<file path="src/rtl/ahb_apb_pkg.sv">
// ahb_apb_pkg: AHB transfer/response codes and the AHB-to-APB bridge state
// encoding shared by the bridge and its environment.
package ahb_apb_pkg;

  typedef enum logic [1:0] {
    HTRANS_IDLE   = 2'b00,
    HTRANS_BUSY   = 2'b01,
    HTRANS_NONSEQ = 2'b10,
    HTRANS_SEQ    = 2'b11
  } htrans_t;

  localparam logic HRESP_OKAY  = 1'b0;
  localparam logic HRESP_ERROR = 1'b1;

  typedef enum logic [2:0] {
    ST_IDLE   = 3'd0,
    ST_WDATA  = 3'd1,
    ST_SETUP  = 3'd2,
    ST_ACCESS = 3'd3,
    ST_ERR1   = 3'd4,
    ST_ERR2   = 3'd5
  } bridge_state_t;

  // NONSEQ and SEQ request a transfer; IDLE and BUSY do not.
  function automatic logic is_active_trans(input logic [1:0] trans);
    return (trans == HTRANS_NONSEQ) || (trans == HTRANS_SEQ);
  endfunction

endpackage

</file>
<file path="src/rtl/ahb_to_apb_bridge.sv">
// ahb_to_apb_bridge: AHB-Lite slave converting single AHB transfers into APB3
// transfers on one APB segment. All outputs are registered.
// Optional feature: define AHB_APB_PSLVERR_EN to map APB PSLVERR onto a
// two-cycle AHB ERROR response; without it PSLVERR is ignored and HRESP is 0.
module ahb_to_apb_bridge
  import ahb_apb_pkg::*;
#(
  parameter int unsigned ADDR_WIDTH = 16
) (
  input  logic                  HCLK,
  input  logic                  HRESET,
  input  logic                  HSEL,
  input  logic [31:0]           HADDR,
  input  logic [1:0]            HTRANS,
  input  logic                  HWRITE,
  input  logic [2:0]            HSIZE,
  input  logic [31:0]           HWDATA,
  input  logic                  HREADY,
  output logic                  HREADYOUT,
  output logic                  HRESP,
  output logic [31:0]           HRDATA,
  output logic                  PSEL,
  output logic                  PENABLE,
  output logic [ADDR_WIDTH-1:0] PADDR,
  output logic                  PWRITE,
  output logic [31:0]           PWDATA,
  input  logic [31:0]           PRDATA,
  input  logic                  PREADY,
  input  logic                  PSLVERR
);

  bridge_state_t state;
  logic          accept;

  // HSIZE is irrelevant (all APB accesses are 32-bit); only the in-segment
  // word address bits of HADDR reach PADDR.
  logic unused_inputs;
`ifdef AHB_APB_PSLVERR_EN
  assign unused_inputs = ^{HSIZE, HADDR[31:ADDR_WIDTH], HADDR[1:0]};
`else
  assign unused_inputs = ^{HSIZE, HADDR[31:ADDR_WIDTH], HADDR[1:0], PSLVERR};
`endif

  // A new transfer is only considered while the bridge is free to take one.
  assign accept = HSEL && HREADY && is_active_trans(HTRANS);

  // Bridge FSM with registered AHB response and APB outputs.
  always_ff @(posedge HCLK) begin
    if (HRESET) begin
      state     <= ST_IDLE;
      HREADYOUT <= 1'b1;
      HRESP     <= HRESP_OKAY;
      HRDATA    <= '0;
      PSEL      <= 1'b0;
      PENABLE   <= 1'b0;
      PADDR     <= '0;
      PWRITE    <= 1'b0;
      PWDATA    <= '0;
    end else begin
      case (state)
`ifdef AHB_APB_PSLVERR_EN
        ST_IDLE, ST_ERR2: begin
`else
        ST_IDLE: begin
`endif
          if (accept) begin
            PADDR     <= {HADDR[ADDR_WIDTH-1:2], 2'b00};
            PWRITE    <= HWRITE;
            HREADYOUT <= 1'b0;
            HRESP     <= HRESP_OKAY;
            if (HWRITE) begin
              // write data only arrives in the following AHB data phase
              state <= ST_WDATA;
            end else begin
              PSEL  <= 1'b1;
              state <= ST_SETUP;
            end
          end else begin
            HREADYOUT <= 1'b1;
            HRESP     <= HRESP_OKAY;
            state     <= ST_IDLE;
          end
        end

        ST_WDATA: begin
          PWDATA <= HWDATA;
          PSEL   <= 1'b1;
          state  <= ST_SETUP;
        end

        ST_SETUP: begin
          PENABLE <= 1'b1;
          state   <= ST_ACCESS;
        end

        ST_ACCESS: begin
          if (PREADY) begin
            PSEL    <= 1'b0;
            PENABLE <= 1'b0;
            if (!PWRITE) begin
              HRDATA <= PRDATA;
            end
`ifdef AHB_APB_PSLVERR_EN
            if (PSLVERR) begin
              HRESP <= HRESP_ERROR;
              state <= ST_ERR1;
            end else begin
              HREADYOUT <= 1'b1;
              state     <= ST_IDLE;
            end
`else
            HREADYOUT <= 1'b1;
            state     <= ST_IDLE;
`endif
          end
        end

`ifdef AHB_APB_PSLVERR_EN
        ST_ERR1: begin
          HRESP     <= HRESP_ERROR;
          HREADYOUT <= 1'b1;
          state     <= ST_ERR2;
        end
`endif

        default: begin
          HREADYOUT <= 1'b1;
          HRESP     <= HRESP_OKAY;
          PSEL      <= 1'b0;
          PENABLE   <= 1'b0;
          state     <= ST_IDLE;
        end
      endcase
    end
  end

endmodule

</file>
<file path="config.mk">
export PLATFORM = sky130hd
export DESIGN_NAME = ahb_to_apb_bridge
export DESIGN_NICKNAME = d
export VERILOG_FILES = /design/src/rtl/ahb_apb_pkg.sv /design/src/rtl/ahb_to_apb_bridge.sv
export SDC_FILE = /design/constraint.sdc
export NUM_CORES = 1
export LEC_CHECK = 0
export ABC_CLOCK_PERIOD_IN_PS = 3760
export CAP_MARGIN = 40
export CORE_ASPECT_RATIO = 2
export CORE_MARGIN = 1.5
export CORE_UTILIZATION = 39
export DETAILED_ROUTE_END_ITERATION = 8
export HOLD_SLACK_MARGIN = 0.08
export PLACE_DENSITY_LB_ADDON = 0.12
export SLEW_MARGIN = 40
export SYNTH_ARGS = -nofsm -noshare
export SYNTH_HDL_FRONTEND = slang
export SYNTH_SLANG_ARGS = --single-unit
</file>
<file path="constraint.sdc">
create_clock -name HCLK -period 3.76 [get_ports HCLK]
set_clock_uncertainty 0.2 [all_clocks]
set_input_delay 0.752 -clock HCLK [delete_from_list [all_inputs] [get_ports HCLK]]
set_output_delay 0.752 -clock HCLK [all_outputs]
set_load 0.005 [all_outputs]
</file>
==> reports/results.ini <==
[outcome]
outcome=finished clean

[placement]
dp_cells=584
port_buffers=166
gp_congestion=0.765
post-dp-hpwl_microns=5990

[logic_synthesis]
synth-edff-count=0
seq_area_frac_synth=0.544
syn_avg_cell_area_sq_um=8.99
ys.warnings.count=0
netlist_area_sq_um=3090
async_reset_ff_frac=0
synth_ff_type=dfxtp_1
ys_ff_latch=84
synth_cell_types=29
netlist_instances=344

[clock_tree]
clkTransAtPathRegs_ns=0.06
post_cts_buffers=0
hold_buffers=0
cts.path.max_buffers=2
htree_num_levels=3
cts_tree=done
clockRootBuffer=clkbuf_16
numCtsBuffers=9
clkSinkCount=84
cts_resized=0
clk_latency_ns=0.33

[grt]
grt_pass1_vias=2709
grt_pass1_wl_microns=12900
use_met2=0.345
busiest_layer=met2
use_met3=0.0437
antenna_found_initial=0
overflow=0
grt.met1_usage=0.217
grt_use_total=0.195
grt_max_degree=43

[die]
ioPinCount=193
die_area_sq_um=8500
rows=45
die_w_microns=66.0
die_y_microns=129
core_area_sq_um=7660
start_util=0.404

[critical_path]
crit_fanout=17
cp-end-kind=flip-flop
cp.arrival_ns=2.26
start_kind=primary input
crit_type=in -> reg
r2r_setup_slack_ns=1.67
critical_path_required_ns=3.80

[finish]
area.growth.synth_to_final_pct=63.0
mostFrequentLayoutCell=clkdlybuf4s50_1
fillers=664
n_antenna_cell=0
nNetsFinal=613
drive_gt1_frac=0.0416
layout.cells.non_filler=599
layout_common_cells=165 x clkdlybuf4s50_1, 94 x nand2_1, 84 x dfxtp_1

[timing]
clock.fmax_ghz=0.449
period_needed_ns=2.23
hold_violations=0
drv_slew=0
finalSetupViolCount=0
rsz0062_at_grt=false
finalSetupTns_ns=0
tightest_slew_ns=0.799
slew_headroom=0.467
period_share=0.592

[detailed_routing]
wl_microns=8220
drtPass1Iterations=4
drt_iter0_drc=118
drc=0
final_antenna_net_count=0
via_per_inst=4.72
wl_per_cell_microns=13.7
dr_total_vias=2828

[power_and_ir_drop]
p_per_area_nw_per_um2=413
power_leakage_nw=1.77
irDropWorstVdd_v=0.000273

[job]
cap_violations=0

[hold_path]
min_path_type=reg -> reg

[flip-flops by register name, summed over array words and instances, names as in the netlist]
name	cells
HREADYOUT	1
state	2
PWRITE	1
PSEL	1
PADDR	14
PWDATA	32
PENABLE	1
HRDATA	32
[power by group]
| part | leakage, nW | switching (mW) | internal [mW] | total [mW] |
|---|---|---|---|---|
| clock | 0.140 | 0.315 | 0.528 | 0.843 |
| combinational | 0.948 | 0.110 | 0.183 | 0.292 |
| sequential | 0.679 | 0.0191 | 0.927 | 0.946 |
[routing by layer]
layer | up-vias | routed length [microns]
li1 | 1433 | -
met1 | 1284 | 3150
met2 | 98 | 4410
met3 | 13 | 509
met4 | 0 | 155
met5 | - | 0
[Yosys cell counts, drive strengths merged, types with 2 or more instances]
cell	n	share of area
a21oi	49	0.079
nand2	94	0.11
clkbuf	9	0.011
mux2i	32	0.10
inv	4	0.0049
ha	4	0.016
buf	17	0.038
o21ai	2	0.0032
dfxtp	84	0.54
nor2	33	0.040
[per-stage QoR]
stage / hold slack (ns) / utilization / total power, mW / instance area, sq um / worst slack, ns
floorplan: 0.253 / - / 1.09 / 3100 / 2.07
global placement: 0.241 / 0.621 / 1.25 / 4750 / 1.21
CTS: 0.254 / 0.658 / 2.11 / 5040 / 1.52
detailed placement: 0.246 / 0.621 / 1.26 / 4750 / 1.19
finish: 0.252 / 0.658 / 2.08 / 5040 / 1.53
global route: 0.275 / 0.658 / 2.17 / 5040 / 1.38
[logic make-up after synthesis]
group	Yosys count	share of synthesized area
buf+inv	30	0.0542
mux	32	0.104
other cells	1	0.00121
compound gates	57	0.102
flops	84	0.544
fa+ha+maj	4	0.0162
simple gates	136	0.179
[final cells by class]
class	instances	area, sq um	area share
timing repair buffer	170	1690	0.335
sequential	84	1680	0.334
multi-input combinational	232	1250	0.249
clock buffer	13	250	0.0497
tap	94	118	0.0233
clock inverter	2	35.0	0.00695
inverter	4	15.0	0.00298
[worst paths after layout]
check	from	end	cells past startpoint
worst min-delay path	HRDATA[17]	HRDATA[17]	2
worst max-delay path	HTRANS[1]	state[0]	4
worst max register to register	state[1]	state[0]	5
worst min register to register	HRDATA[17]	HRDATA[17]	2
[worst max-delay path: stages]
cell and delay, ns:
clkdlybuf4s50_1 0.49, and4_1 0.60, nand3_1 0.17, a221oi_2 0.25
(Power assumes the default switching activity.)
